[config.mk]
export PLATFORM = sky130hd
export DESIGN_NAME = aes256_round_ctrl
export DESIGN_NICKNAME = d
export VERILOG_FILES = /design/src/rtl/aes_ctrl_pkg.sv /design/src/rtl/aes_ctrl_watchdog.sv /design/src/rtl/aes256_round_ctrl.sv
export SDC_FILE = /design/constraint.sdc
export NUM_CORES = 1
export LEC_CHECK = 0
export CAP_MARGIN = 25
export CORE_AREA = 2 2 405 407
export DETAILED_ROUTE_END_ITERATION = 7
export DIE_AREA = 0 0 407 409
export GPL_TIMING_DRIVEN = 0
export PLACE_DENSITY_LB_ADDON = 0.05
export SYNTH_ARGS = -nofsm -noshare
export SYNTH_HDL_FRONTEND = slang
export SYNTH_HIERARCHICAL = 1
export SYNTH_SLANG_ARGS = --single-unit
[constraint.sdc]
create_clock -name clk -period 17.9 [get_ports clk]
set_input_delay 4.475 -clock clk [delete_from_list [all_inputs] [get_ports clk]]
set_output_delay 4.475 -clock clk [all_outputs]
set_load 0.01 [all_outputs]
[src/rtl/aes_ctrl_pkg.sv]
// aes_ctrl_pkg: shared sizes and FSM state type for the AES-256 round controller
package aes_ctrl_pkg;
  localparam int NUM_ROUNDS = 14;
  localparam int BLOCK_W = 128;
  localparam int KEY_W = 256;
  localparam int ROUND_W = 4;
  typedef enum logic [1:0] {IDLE, ROUND, DONE} state_t;
endpackage

[src/rtl/aes_ctrl_watchdog.sv]
// aes_ctrl_watchdog: counts stalled request cycles and flags when the limit is reached
module aes_ctrl_watchdog #(
  parameter int TIMEOUT = 64
) (
  input  logic clk,
  input  logic rst,
  input  logic en,
  input  logic clr,
  output logic expired
);
  logic [7:0] cnt;
  assign expired = en && !clr && (cnt == 8'(TIMEOUT - 1));
  // stall counter, restarted by clear or by its own expiry
  always_ff @(posedge clk or posedge rst)
    if (rst) cnt <= '0;
    else if (clr || expired) cnt <= '0;
    else if (en) cnt <= cnt + 8'd1;
endmodule

[src/rtl/aes256_round_ctrl.sv]
// aes256_round_ctrl: sequences 15 AES-256 rounds through an external datapath with timeout and abort
module aes256_round_ctrl
  import aes_ctrl_pkg::*;
#(
  parameter int TIMEOUT = 64
) (
  input  logic                clk,
  input  logic                rst,
  input  logic                in_valid,
  output logic                in_ready,
  input  logic [KEY_W-1:0]    in_key,
  input  logic [BLOCK_W-1:0]  in_block,
  output logic                out_valid,
  input  logic                out_ready,
  output logic [BLOCK_W-1:0]  out_block,
  output logic                out_err,
  input  logic                abort,
  output logic                busy,
  output logic                dp_req,
  input  logic                dp_ack,
  output logic [ROUND_W-1:0]  dp_round,
  output logic                dp_last,
  output logic [BLOCK_W-1:0]  dp_state,
  output logic [KEY_W-1:0]    dp_key,
  input  logic [BLOCK_W-1:0]  dp_result
);
  state_t state, state_nx;
  logic [ROUND_W-1:0] round;
  logic [BLOCK_W-1:0] st;
  logic [KEY_W-1:0] key;
  logic err, accept, in_round, last, expired;
  assign in_round = state == ROUND;
  assign last = round == ROUND_W'(NUM_ROUNDS);
  assign in_ready = state == IDLE && !rst;
  assign accept = in_valid && in_ready;
  assign busy = state != IDLE;
  assign dp_req = in_round;
  assign dp_round = round;
  assign dp_last = last;
  assign dp_state = st;
  assign dp_key = key;
  assign out_valid = state == DONE;
  assign out_err = out_valid && err;
  assign out_block = (out_valid && !err) ? st : '0;
  aes_ctrl_watchdog #(.TIMEOUT(TIMEOUT)) u_wd (
    .clk(clk),
    .rst(rst),
    .en(in_round && !dp_ack),
    .clr(!in_round || dp_ack || abort),
    .expired(expired)
  );
  // state register
  always_ff @(posedge clk or posedge rst)
    if (rst) state <= IDLE;
    else state <= state_nx;
  // next state: abort wins over ack, timeout and out_ready
  always_comb begin
    state_nx = state;
    unique case (state)
      IDLE: state_nx = accept ? ROUND : IDLE;
      ROUND: state_nx = abort ? IDLE : ((dp_ack && last) || expired) ? DONE : ROUND;
      DONE: state_nx = (abort || out_ready) ? IDLE : DONE;
      default: state_nx = IDLE;
    endcase
  end
  // key/state/round registers; round saturates at the last round
  always_ff @(posedge clk or posedge rst)
    if (rst) begin
      round <= '0;
      st <= '0;
      key <= '0;
      err <= 1'b0;
    end else if (accept) begin
      round <= '0;
      st <= in_block;
      key <= in_key;
      err <= 1'b0;
    end else if (in_round && !abort) begin
      if (dp_ack) begin
        st <= dp_result;
        round <= last ? round : round + 1'b1;
      end
      err <= expired;
    end
endmodule

==> out/results.ini, run 1 <==
[outcome]
run_status=finished, final reports clean

[power]
fin_total_pwr_mw=3.43
ir_drop_worst_case_vdd_v=0.0000738
pwr_density_cell_nw_per_um2=104
power.leakage_nw=13.9

[floorplan]
die_w_microns=407
initial_core_util=0.109
core.rowCount=148
design.core.area_sq_um=162000
boundaryPins=1040
die_y_microns=409
die_footprint_sq_um=166000

[sta]
finalHoldWorstSlack_ps=470
timing.final.crit_share=0.582
skew_final_ps=44.6
final_hold_viol_count=0
finalSetupViolCount=0
fmax_mhz=96.0
minimum_clock_period_ps=10410
headroom_to_the_max_slew_limit=0.451
final-max-slew-violation-count=0
timing_worst_slew_pin_value_ps=824
grt_setup_unrepaired=false

[placed_design]
routabilityCongestion=0.790
dpl.hpwl_microns=100000
place_area_sq_um=31000
portBuffers=1039

[logic_synthesis]
synth_nets=2250
synth-async-reset-ratio=1.00
synth-seq-cells=399
synthDistinctLibCells=41
synth_area_sq_um=17700
synth_top_cell_by_area=sky130_fd_sc_hd__dfrtp_1
ys_seq_area_frac=0.563
synth_top_family_by_area=simple AND/OR/NAND/NOR gates
yosys_warnings=6
yosys-mux-area-fraction=0.164
postSynthCellCount=1729
post_synth_and_or_nand_nor_area_fraction=0.223
synthAdderAreaFrac=0.00212
netlist.area_leader.share=0.563
yosys.area_share.xor_xnor=0.00148
synth_top_flop_cell=sky130_fd_sc_hd__dfrtp_1
synthMostInstantiatedCell=sky130_fd_sc_hd__nand2_1
syn-mean-instance-area_sq_um=10.3
synth_compound_gate_area_share=0.00748
synth.top_cells.by_area=sky130_fd_sc_hd__dfrtp_1 (56%), sky130_fd_sc_hd__nand2_1 (16%), sky130_fd_sc_hd__mux2_2 (16%), sky130_fd_sc_hd__and2_1 (4.6%), sky130_fd_sc_hd__buf_6 (1.2%)
synth_edf_count=0
netlist_top_cells_count=sky130_fd_sc_hd__nand2_1 (776), sky130_fd_sc_hd__dfrtp_1 (399), sky130_fd_sc_hd__mux2_2 (256)

[clock_tree]
cts_hold_buf=0
post_cts_resize_count=0
clock_path_buffers=3
path_clk_slew_ps=50
cts.sinks=399
post-cts-setup-buffers=0
htree_levels=2
tritoncts.num_buffers=59
cts_tree=built
clk-insertion-delay-late_ps=680
cts-root-buf=sky130_fd_sc_hd__clkbuf_16

[drt]
route.antenna.remaining_nets=0
detailedRoute.firstPassIterationCount=4
drt_iter0_drc=585
routed_wl_microns=121000
drc_errors=0
wl_per_cell_microns=23.8
via_count=16700
routed_via_density=3.28

[setup_path]
worstSetupStartpointType=primary input
cp.required_ps=13430
category_of_the_critical_setup_timing_path=in -> out
path_common_cell=sky130_fd_sc_hd__clkdlybuf4s50_1
critical_path.slowest_cell=sky130_fd_sc_hd__clkdlybuf4s50_1
arrival_ps=5940
critical-path-max-stage-delay_ps=640
critical_path_peak_fanout=6
critPathCaptureType=primary output
path_cells=clkdlybuf4s50_1 -> nor2_1 -> clkdlybuf4s50_1
reg2reg_slack_ps=15380

[final_layout]
fin_util=0.203
final_area_sq_um=33000
fin_nets=3356
syn_to_final_growth_pct=86.0
layout.filler_cells=17800
drive_gt1_frac=0.152

[min_path]
worst_hold_path_type=reg -> reg

[grt]
gr-usage-all-layers=0.140
antenna_violations_before_repair=60
grt_pass1_wl_microns=160000
number_of_global_route_vias_before_repair=17700
grt_max_degree=104
overflow_after_grt=0

[job]
max_cap_violations=0

logic make-up (layout without fill, tap and decap cells):
| family | Yosys count | in the layout |
|---|---|---|
| other cells | 0 | 17 |
| mux | 258 | 258 |
| compound gates | 20 | 20 |
| buf+inv | 108 | 1258 |
| flops | 399 | 399 |
| simple gates | 938 | 938 |
| fa+ha+maj | 3 | 3 |
| xor+xnor | 3 | 3 |
worst max-delay path: cells and delay by family:
family                 cells  cell delay (ps)
buffers and inverters      2             1250
AND/OR/NAND/NOR            1              210
stage by stage:
| step | worst slack, ps | TNS, ps | cells |
|---|---|---|---|
| final | 7490 | 0 | 5071 |
| after global routing | 7450 | 0 | 5057 |
| after CTS | 7460 | 0 | 5054 |
| after detailed placement | 7460 | 0 | 4949 |
| after global placement | -5710 | -2196230 | 4943 |
| after floorplan | 2560 | 0 | 1729 |
cell type report:
class | count | area, sq um | share of cell area
repair buffers | 1045 | 10500 | 0.320
flip-flops and latches | 399 | 9980 | 0.303
multi-input cells | 1222 | 7050 | 0.214
well taps | 2175 | 2720 | 0.0825
clock buffers | 87 | 1710 | 0.0519
plain buffers | 102 | 667 | 0.0202
clock inverters | 18 | 223 | 0.00676
diodes | 17 | 42.5 | 0.00129
inverters | 6 | 30.0 | 0.000911
power by group:
part | leakage, nW | switching (mW) | total [mW] | internal, mW
Combinational | 8.10 | 0.448 | 1.00 | 0.556
Sequential | 4.88 | 0.149 | 1.24 | 1.09
Clock | 0.955 | 0.484 | 1.19 | 0.703
worst paths after layout:
path	startpoint	end	cells past startpoint
setup / recovery	rst	in_ready	3
max in group asynchronous	rst	dp_key[187]$_DFFE_PP0P_	4
hold reg to reg	dp_key[181]$_DFFE_PP0P_	dp_key[181]$_DFFE_PP0P_	2
min in group asynchronous	rst	u_wd/cnt[6]$_DFFE_PP0P_	2
setup reg to reg	state[0]$_DFF_PP0_	state[0]$_DFF_PP0_	7
hold / removal	dp_key[181]$_DFFE_PP0P_	dp_key[181]$_DFFE_PP0P_	2
layout by cell type, fill, tap and decap left out, types with 3 or more instances in the layout:
cell type	synthesis	final
sky130_fd_sc_hd__buf_16	0	4
sky130_fd_sc_hd__nor3_1	4	4
sky130_fd_sc_hd__and2_1	129	129
sky130_fd_sc_hd__xor2_1	3	3
sky130_fd_sc_hd__dfrtp_1	399	399
sky130_fd_sc_hd__diode_2	0	17
sky130_fd_sc_hd__nor2_1	5	5
sky130_fd_sc_hd__nand2b_1	3	3
sky130_fd_sc_hd__a21oi_1	5	5
sky130_fd_sc_hd__nand2_1	776	776
sky130_fd_sc_hd__ha_1	3	3
sky130_fd_sc_hd__clkbuf_16	0	59
sky130_fd_sc_hd__nor2b_1	3	3
sky130_fd_sc_hd__inv_1	6	5
sky130_fd_sc_hd__clkbuf_8	0	13
sky130_fd_sc_hd__clkbuf_1	22	37
sky130_fd_sc_hd__buf_6	19	19
sky130_fd_sc_hd__o21ai_0	5	5
sky130_fd_sc_hd__buf_2	35	35
sky130_fd_sc_hd__clkdlybuf4s50_1	0	1039
sky130_fd_sc_hd__clkinv_2	0	11
sky130_fd_sc_hd__bufinv_16	0	3
sky130_fd_sc_hd__buf_4	26	26
sky130_fd_sc_hd__mux2_2	256	256
state kept, by name, summed over array words and instances, names as in the netlist:
| register | count |
|---|---|
| dp_round | 4 |
| dp_state | 128 |
| u_wd/cnt | 8 |
| state | 2 |
| dp_key | 256 |
| err | 1 |
routing by layer:
layer	wire, microns	track usage	vias up
met1	41900	0.139	8038
met2	64100	0.265	614
li1	-	-	7744
met5	429	0	-
met4	2270	0.0261	68
met3	11900	0.0626	187
Power figures use the tool's default switching activity.
==> run 2: changes to the inputs <==
==> constraint.sdc (replaced) <==
create_clock -name clk -period 10.5 [get_ports clk]
set_input_delay 2.625 -clock clk [delete_from_list [all_inputs] [get_ports clk]]
set_output_delay 2.625 -clock clk [all_outputs]
set_load 0.01 [all_outputs]
==> out/results.ini, run 2 (synthesis results as in run 1) <==
[clock_tree]
path_clk_slew_ps=60
post_cts_resize_count=0
htree_levels=2
clk-insertion-delay-late_ps=660
clock_path_buffers=3
tritoncts.num_buffers=59
cts-root-buf=sky130_fd_sc_hd__clkbuf_16
post-cts-setup-buffers=0
cts_hold_buf=0
cts.sinks=399
cts_tree=built

[final_layout]
fin_nets=3364
layout_commonest_cell=sky130_fd_sc_hd__clkdlybuf4s50_1
stdcell_count=5077
syn_to_final_growth_pct=86.9
layout.filler_cells=17800
largest_register_ff_count=256
drive_gt1_frac=0.155
mostFrequentLayoutCells=sky130_fd_sc_hd__clkdlybuf4s50_1 (1039), sky130_fd_sc_hd__nand2_1 (776), sky130_fd_sc_hd__dfrtp_1 (399)

[placed_design]
dpl.hpwl_microns=104000
portBuffers=1039
dp_cells=4957
routabilityCongestion=0.814

[floorplan]
initial_core_util=0.109
boundaryPins=1040
die_footprint_sq_um=166000
design.core.area_sq_um=162000
core.rowCount=148
die_y_microns=409
die_w_microns=407

[sta]
grt_setup_unrepaired=false
minimum_clock_period_ps=6630
skew_final_ps=15.5
timing_worst_slew_pin_value_ps=826
final-max-slew-violation-count=0
finalSetupViolCount=0
timing.final.crit_share=0.631
headroom_to_the_max_slew_limit=0.448
finalHoldWorstSlack_ps=470
fmax_mhz=151
final_hold_viol_count=0

[setup_path]
path_common_cell=sky130_fd_sc_hd__clkdlybuf4s50_1
critical_path_peak_fanout=6
cp.required_ps=7880
worstSetupStartpointType=primary input
critical_path.slowest_cell=sky130_fd_sc_hd__clkdlybuf4s50_1
arrival_ps=4000
critPathCaptureType=primary output
critical-path-max-stage-delay_ps=640
category_of_the_critical_setup_timing_path=in -> out
path_cells=clkdlybuf4s50_1 -> nor2_1 -> clkdlybuf4s50_1

[drt]
routed_via_density=3.30
via_count=16800
drt_iter0_drc=598
route.antenna.remaining_nets=0
wl_per_cell_microns=24.4
routed_wl_microns=124000
drc_errors=0
detailedRoute.firstPassIterationCount=6

[grt]
grt_max_degree=37
number_of_global_route_vias_before_repair=17800
overflow_after_grt=0
gr-usage-all-layers=0.144
antenna_violations_before_repair=62
grt_pass1_wl_microns=164000

[power]
power.leakage_nw=14.0
ir_drop_worst_case_vdd_v=0.000120
pwr_density_cell_nw_per_um2=179
fin_total_pwr_mw=5.92

[min_path]
worst_hold_path_type=reg -> reg

[job]
max_cap_violations=0

[outcome]
run_status=finished, final reports clean

## run 2: cell types whose count changed in the layout (fill, tap and decap cells not counted), moves of 2 or more
cell	previous run	this run
sky130_fd_sc_hd__clkinv_8	0	2
sky130_fd_sc_hd__clkinv_2	11	8
sky130_fd_sc_hd__buf_12	0	12
sky130_fd_sc_hd__clkinv_4	0	2
sky130_fd_sc_hd__diode_2	17	14
sky130_fd_sc_hd__clkbuf_8	13	17
sky130_fd_sc_hd__buf_16	4	0
sky130_fd_sc_hd__clkbuf_1	37	35
## run 2: critical path, delay by kind of cell
kind                   cells  cell delay (ps)
and+or+nand+nor            1              160
buffers and inverters      2             1210
## run 2: stage by stage
step,cell area (sq um),utilization,setup WS [ps],TNS [ps]
floorplan,17700,-,2620,0
global placement,30800,0.190,-1980,-715450
detailed placement,31100,0.192,3830,0
CTS,33100,0.204,3820,0
global route,33100,0.204,3800,0
finish,33100,0.204,3870,0
## run 2: layer usage
| layer | up-vias | wire length, microns | track usage |
|---|---|---|---|
| li1 | 7763 | - | - |
| met1 | 8149 | 43700 | 0.148 |
| met2 | 614 | 65400 | 0.269 |
| met3 | 178 | 12100 | 0.0602 |
| met4 | 72 | 1920 | 0.0262 |
| met5 | - | 497 | 0 |
## run 2: power breakdown
part | internal, mW | switching [mW]
sequential | 1.86 | 0.270
clock | 1.22 | 0.838
combinational | 0.954 | 0.777
total | 4.03 | 1.88
## run 2: path summary, 6_finish.rpt
path | start | endpoint | slack (ps) | depth (start not counted)
setup / recovery | rst | in_ready | 3870 | 3
hold / removal | dp_key[188]$_DFFE_PP0P_ | dp_key[188]$_DFFE_PP0P_ | 470 | 2
setup reg to reg | state[0]$_DFF_PP0_ | state[0]$_DFF_PP0_ | 7930 | 7
hold reg to reg | dp_key[188]$_DFFE_PP0P_ | dp_key[188]$_DFFE_PP0P_ | 470 | 2
max in group asynchronous | rst | dp_key[187]$_DFFE_PP0P_ | 6370 | 6
min in group asynchronous | rst | u_wd/cnt[5]$_DFFE_PP0P_ | 2490 | 2
## run 2: layout make-up
| class | instances | area (sq um) | area share |
|---|---|---|---|
| plain buffers | 102 | 667 | 0.0201 |
| diodes | 14 | 35.0 | 0.00106 |
| clock buffers | 89 | 1760 | 0.0531 |
| repair buffers | 1053 | 10700 | 0.322 |
| inverters | 6 | 26.3 | 0.000793 |
| multi-input cells | 1222 | 7050 | 0.213 |
| flip-flops and latches | 399 | 9980 | 0.301 |
| clock inverters | 17 | 208 | 0.00627 |
| well taps | 2175 | 2720 | 0.0822 |
